**src/rtl/jtag_tap_core.sv**
```systemverilog
`default_nettype none
// ============================================================================
// Module   : jtag_tap_core
// Brief    : IEEE 1149.1 TAP controller with IR, BYPASS, IDCODE and BSR hooks.
// Revision : 1.0 - initial release
// ============================================================================
module jtag_tap_core #(
  parameter int                    IR_WIDTH     = 4,
  parameter logic [31:0]           IDCODE_VALUE = 32'h1000_0001,
  parameter logic [IR_WIDTH-1:0]   OP_EXTEST    = '0,
  parameter logic [IR_WIDTH-1:0]   OP_SAMPLE    = {{(IR_WIDTH-1){1'b0}}, 1'b1},
  parameter logic [IR_WIDTH-1:0]   OP_IDCODE    = {{(IR_WIDTH-2){1'b0}}, 2'b10},
  parameter logic [IR_WIDTH-1:0]   OP_BYPASS    = '1
) (
  input  logic                TCK,
  input  logic                TRST,
  input  logic                TMS,
  input  logic                TDI,
  input  logic                BSR_SO,
  output logic                TDO,
  output logic                TDO_EN,
  output logic [3:0]          STATE,
  output logic [IR_WIDTH-1:0] IR,
  output logic                BSR_CAPTURE,
  output logic                BSR_SHIFT,
  output logic                BSR_UPDATE,
  output logic                EXTEST
);

  localparam logic [3:0] c_TLR    = 4'd0;
  localparam logic [3:0] c_RTI    = 4'd1;
  localparam logic [3:0] c_SEL_DR = 4'd2;
  localparam logic [3:0] c_CAP_DR = 4'd3;
  localparam logic [3:0] c_SH_DR  = 4'd4;
  localparam logic [3:0] c_EX1_DR = 4'd5;
  localparam logic [3:0] c_PA_DR  = 4'd6;
  localparam logic [3:0] c_EX2_DR = 4'd7;
  localparam logic [3:0] c_UPD_DR = 4'd8;
  localparam logic [3:0] c_SEL_IR = 4'd9;
  localparam logic [3:0] c_CAP_IR = 4'd10;
  localparam logic [3:0] c_SH_IR  = 4'd11;
  localparam logic [3:0] c_EX1_IR = 4'd12;
  localparam logic [3:0] c_PA_IR  = 4'd13;
  localparam logic [3:0] c_EX2_IR = 4'd14;
  localparam logic [3:0] c_UPD_IR = 4'd15;

  localparam logic [IR_WIDTH-1:0] c_IR_CAPTURE = {{(IR_WIDTH-1){1'b0}}, 1'b1};

  logic [3:0]          r_state;
  logic [3:0]          w_state_next;
  logic [IR_WIDTH-1:0] r_ir;
  logic [IR_WIDTH-1:0] r_ir_sr;
  logic                r_bypass;
  logic [31:0]         r_idcode_sr;
  logic                w_sel_extest;
  logic                w_sel_sample;
  logic                w_sel_idcode;
  logic                w_sel_bypass;
  logic                w_sel_bsr;
  logic                w_tdo_next;

  always_comb begin
    w_state_next = c_TLR;
    case (r_state)
      c_TLR:    w_state_next = TMS ? c_TLR    : c_RTI;
      c_RTI:    w_state_next = TMS ? c_SEL_DR : c_RTI;
      c_SEL_DR: w_state_next = TMS ? c_SEL_IR : c_CAP_DR;
      c_CAP_DR: w_state_next = TMS ? c_EX1_DR : c_SH_DR;
      c_SH_DR:  w_state_next = TMS ? c_EX1_DR : c_SH_DR;
      c_EX1_DR: w_state_next = TMS ? c_UPD_DR : c_PA_DR;
      c_PA_DR:  w_state_next = TMS ? c_EX2_DR : c_PA_DR;
      c_EX2_DR: w_state_next = TMS ? c_UPD_DR : c_SH_DR;
      c_UPD_DR: w_state_next = TMS ? c_SEL_DR : c_RTI;
      c_SEL_IR: w_state_next = TMS ? c_TLR    : c_CAP_IR;
      c_CAP_IR: w_state_next = TMS ? c_EX1_IR : c_SH_IR;
      c_SH_IR:  w_state_next = TMS ? c_EX1_IR : c_SH_IR;
      c_EX1_IR: w_state_next = TMS ? c_UPD_IR : c_PA_IR;
      c_PA_IR:  w_state_next = TMS ? c_EX2_IR : c_PA_IR;
      c_EX2_IR: w_state_next = TMS ? c_UPD_IR : c_SH_IR;
      c_UPD_IR: w_state_next = TMS ? c_SEL_DR : c_RTI;
      default:  w_state_next = c_TLR;
    endcase
  end

  // Any opcode that is not a recognised instruction falls back to BYPASS.
  assign w_sel_extest = (r_ir == OP_EXTEST);
  assign w_sel_sample = (r_ir == OP_SAMPLE);
  assign w_sel_idcode = (r_ir == OP_IDCODE);
  assign w_sel_bsr    = w_sel_extest | w_sel_sample;
  assign w_sel_bypass = (r_ir == OP_BYPASS) | ~(w_sel_bsr | w_sel_idcode);

  always_ff @(posedge TCK or posedge TRST) begin
    if (TRST) begin
      r_state     <= c_TLR;
      r_ir_sr     <= '0;
      r_bypass    <= 1'b0;
      r_idcode_sr <= '0;
    end else begin
      r_state <= w_state_next;
      if (r_state == c_CAP_IR)
        r_ir_sr <= c_IR_CAPTURE;
      else if (r_state == c_SH_IR)
        r_ir_sr <= {TDI, r_ir_sr[IR_WIDTH-1:1]};
      if (w_sel_bypass && r_state == c_CAP_DR)
        r_bypass <= 1'b0;
      else if (w_sel_bypass && r_state == c_SH_DR)
        r_bypass <= TDI;
      if (w_sel_idcode && r_state == c_CAP_DR)
        r_idcode_sr <= IDCODE_VALUE | 32'd1;
      else if (w_sel_idcode && r_state == c_SH_DR)
        r_idcode_sr <= {TDI, r_idcode_sr[31:1]};
    end
  end

  always_comb begin
    w_tdo_next = 1'b0;
    if (r_state == c_SH_IR)
      w_tdo_next = r_ir_sr[0];
    else if (r_state == c_SH_DR) begin
      if (w_sel_bsr)
        w_tdo_next = BSR_SO;
      else if (w_sel_idcode)
        w_tdo_next = r_idcode_sr[0];
      else
        w_tdo_next = r_bypass;
    end
  end

  // Falling-edge domain: TDO launch and instruction update.
  always_ff @(negedge TCK or posedge TRST) begin
    if (TRST) begin
      r_ir   <= OP_IDCODE;
      TDO    <= 1'b0;
      TDO_EN <= 1'b0;
    end else begin
      TDO    <= w_tdo_next;
      TDO_EN <= (r_state == c_SH_IR) || (r_state == c_SH_DR);
      if (r_state == c_TLR)
        r_ir <= OP_IDCODE;
      else if (r_state == c_UPD_IR)
        r_ir <= r_ir_sr;
    end
  end

  assign STATE       = r_state;
  assign IR          = r_ir;
  assign EXTEST      = w_sel_extest;
  assign BSR_CAPTURE = w_sel_bsr && (r_state == c_CAP_DR);
  assign BSR_SHIFT   = w_sel_bsr && (r_state == c_SH_DR);
  assign BSR_UPDATE  = w_sel_bsr && (r_state == c_UPD_DR);

endmodule
`default_nettype wire

```
**config.mk**
```make
export PLATFORM = sky130hd
export DESIGN_NAME = jtag_tap_core
export DESIGN_NICKNAME = d
export VERILOG_FILES = /design/src/rtl/jtag_tap_core.sv
export SDC_FILE = /design/constraint.sdc
export NUM_CORES = 1
export LEC_CHECK = 0
export ABC_AREA = 1
export ABC_CLOCK_PERIOD_IN_PS = 2800
export CAP_MARGIN = 10
export CORE_MARGIN = 5
export CORE_UTILIZATION = 60
export DETAILED_ROUTE_END_ITERATION = 12
export PLACE_DENSITY_LB_ADDON = 0.3
export REMOVE_ABC_BUFFERS = 1
export SLEW_MARGIN = 10
export SYNTH_ARGS = -nofsm -noshare
export SYNTH_HDL_FRONTEND = slang
export SYNTH_SLANG_ARGS = --single-unit
```
**constraint.sdc**
```tcl
create_clock -name TCK -period 2.8 [get_ports TCK]
set_input_delay 0.28 -clock TCK [delete_from_list [all_inputs] [get_ports TCK]]
set_output_delay 0.28 -clock TCK [all_outputs]
set_load 0.03 [all_outputs]
```
Word-level counts from Yosys, hierarchy flattened. Cells that the tools add are included.

Register bits after elaboration: 47. Bits in latches: 0. Bits in writable memories: 0. Bits in read-only memories: 0. Bits of input ports: 5. Output and inout port bits: 14. Memories kept: 0.

Add/sub/neg operators: 0. $mul: 0. Divide/modulo/power cells: 0. Order comparisons: 0. Equal/unequal tests: 18. Shift operators: 0. Muxes and demuxes: 25. Bitwise gates (word level): 4. Reduce and logical (&&, ||, !) cells: 17.

Operators with widths (count): 2-to-1 mux 32 bit (2); one-hot mux 4 bit (12 select lines) (1); == test 4 bit, second input constant (9); 2-to-1 mux 4 bit (8); == test 4 x 3 -> 1 bit, second input constant (4); == test 4 x 2 -> 1 bit, second input constant (3); 2-to-1 mux 1 bit (9); == test 4 x 1 -> 1 bit, second input constant (2); zero test 4 bit (2); nonzero test 2 bit (4); logical AND 1 bit (7); 2-to-1 mux 2 bit (3); 2-to-1 mux 3 bit (2); OR reduction 2 bit (2); bitwise OR 1 bit (3); OR reduction 3 bit (1); logical OR 1 bit (1); NOT 1 bit (1).

Longest topological paths before layout.
Depth after elaboration: 8. Mapped depth: 8.

==> impl_metrics.toml <==
[status]
status = "finished with violations"
failed_checks = "setup timing"

[clock_tree]
clock_path_buffers = 2
htree_levels = 2
cts_tree = "yes"
root_buffer = "clkbuf_8"
postCtsHoldBufs = 0
cts.sinks = 47
worstSkewPairLatency_ps = 350
cts_buffers = 5
path_clk_slew_ps = 80

[setup_path]
cp_slowest_cell = "dfrtn_1"
cpPeakStageDelay_ps = 390
crit_fanout = 2
arrival_ps = 2710
end_kind = "output pin"
critPathLaunchType = "flop"
cp_top_family = "flip-flops"
worst-path-buf-inv = 2
required_ps = 2520
path_cells = "buf_6 > nor4_4 > buf_4"
crit_type = "flop to output pin"

[yosys]
yosysWarnings = 0
ys_ff_latch = 47
ys_async_sr_fraction_pct = 100
ys_seq_area_share_pct = 51.3
synth_edf_count = 0
synth_cells = 262
synth_cell_types = 26
synth.avg_cell_area_sq_um = 8.76
syn-cell-area_sq_mm = 0.00229
synth_ff_type = "dfrtp_1"

[place]
place.gp.congestion = 0.890
io_buffer_count = 18
hpwl_microns = 3070
dp.cells = 328

[floorplan]
std_cell_rows = 22
die_w_microns = 71.8
die_y_microns = 71.8
die-area_sq_mm = 0.00516
coreArea_sq_mm = 0.00369
start_util_pct = 62.2
ios = 19

[final_layout]
final_common_cell = "nand2_1"
post-route-util_pct = 79.3
final_nets = 305
mostFrequentLayoutCells = "nand2_1 (62), dfrtp_1 (40), o21ai_2 (29)"
syn2layout_area_growth_pct = 27.5
antenna_cells = 0
fin_cells = 349
drive_above_1_share_pct = 29.2

[timing]
fin_hold_ws_ps = 471
finalHoldViolCount = 0
setup_slack_ps = -188
report.final.slew_viol_count = 0
maxSlewHeadroom_pct = 56.5
worstMarginPinSlew_ps = 650
rsz0062_at_grt = "true"
fin_setup_tns_ps = -1590
setup_viol = 35
fin_worst_skew_ps = 56.8

[drt]
ant_nets = 0
vias = 2091
viasPerCell = 5.99
drt-total-wl_microns = 6110
drtIter0Drc = 309
route.detailed.drc = 0
wire_per_inst_microns = 17.5
firstDrtPassIters = 5

[power]
power_density_mw_per_mm2 = 965
ir_drop_mv = 0.592
power_leakage_nw = 1.41

[worst_hold_path]
hold_class = "input port to async pin"

[global_routing]
grt_pass1_vias = 1840
grt_pass1_wl_microns = 8620
overflow = 0
globalRouteTotalUtil_pct = 20.9
antenna_found_initial = 0
grt_max_degree = 35

[run]
max-cap-violations = 0
registers in the layout, indices dropped and copies added (netlist names):
register     count
IR               4
STATE            4
TDO              1
TDO_EN           1
r_bypass         1
r_idcode_sr     32
r_ir_sr          4
final timing paths:
kind / start / end / slack [ps] / cells after the start
min in group TCK: r_idcode_sr[21] / r_idcode_sr[21] / 490 / 2
max in group asynchronous: TRST / IR[1] / 1010 / 2
worst min-delay path: TRST / r_idcode_sr[22] / 470 / 3
worst max-delay path: IR[3] / EXTEST / -190 / 3
worst max register to register: IR[1] / r_idcode_sr[17] / -90 / 5
worst min register to register: r_idcode_sr[21] / r_idcode_sr[21] / 490 / 2
cells by family (layout without fill, tap and decap cells):
family,count (synthesis),after routing,synth area share [%]
flip-flops,47,47,51.3
buffers and inverters,34,73,7.42
AO/OA/AOI/OAI,78,78,22.0
AND/OR/NAND/NOR,103,103,19.2
cells in the mapped netlist (4+ instances only):
cell type | count | area share [%]
nand3_1 | 12 | 2.6
dfrtn_1 | 5 | 5.5
nand2_1 | 63 | 10
buf_6 | 5 | 2.5
dfrtp_1 | 41 | 45
o21ai_2 | 28 | 11
o21ai_0 | 37 | 8.1
inv_1 | 20 | 3.3
nor2_1 | 16 | 2.6
o21ai_1 | 4 | 0.87
clkbuf_1 | 5 | 0.82
routing by layer:
metal	wire length (microns)	global-route usage [%]	part of all wire, %	vias to the layer above
met1	2520	30.0	41	1012
li1	-	-	-	949
met5	0	0	0	-
met3	438	4.35	7.2	23
met2	2960	33.0	48	107
met4	186	4.59	3.0	0
cell type report:
cell class,count,area (sq um)
clock buffers,7,97.6
clock inverters,2,21.3
fillers,219,763
inverters,21,81.3
multi-input cells,181,1000
flip-flops and latches,47,1180
well taps,48,60.1
repair buffers,43,482
power by group:
part | switching (W) | internal [W] | total [W] | leakage [nW]
logic | 0.000825 | 0.000559 | 0.00138 | 0.711
clock network | 0.000236 | 0.000276 | 0.000512 | 0.0675
registers | 0.000100 | 0.000827 | 0.000927 | 0.630
total | 0.00116 | 0.00166 | 0.00282 | 1.41
stage by stage:
stage	setup slack [ps]	power, W	instance area [sq um]
floorplan	-724	0.00159	2210
finish	-188	0.00282	2930
global placement	66.2	0.00189	2530
global route	-238	0.00297	2930
detailed placement	49.7	0.00192	2530
CTS	-169	0.00256	2750
what timing repair did:
item,CTS,global route
resized for setup,11,38
buffers inserted,3,4
pin swaps,1,3
gates cloned,2,4
endpoints found under the setup margin,38,41
tightest hold or removal path, delay by kind of cell:
family | cells | cell delay, ps
buffers and inverters | 3 | 870
Note: power is estimated with default switching activity, not from simulation.
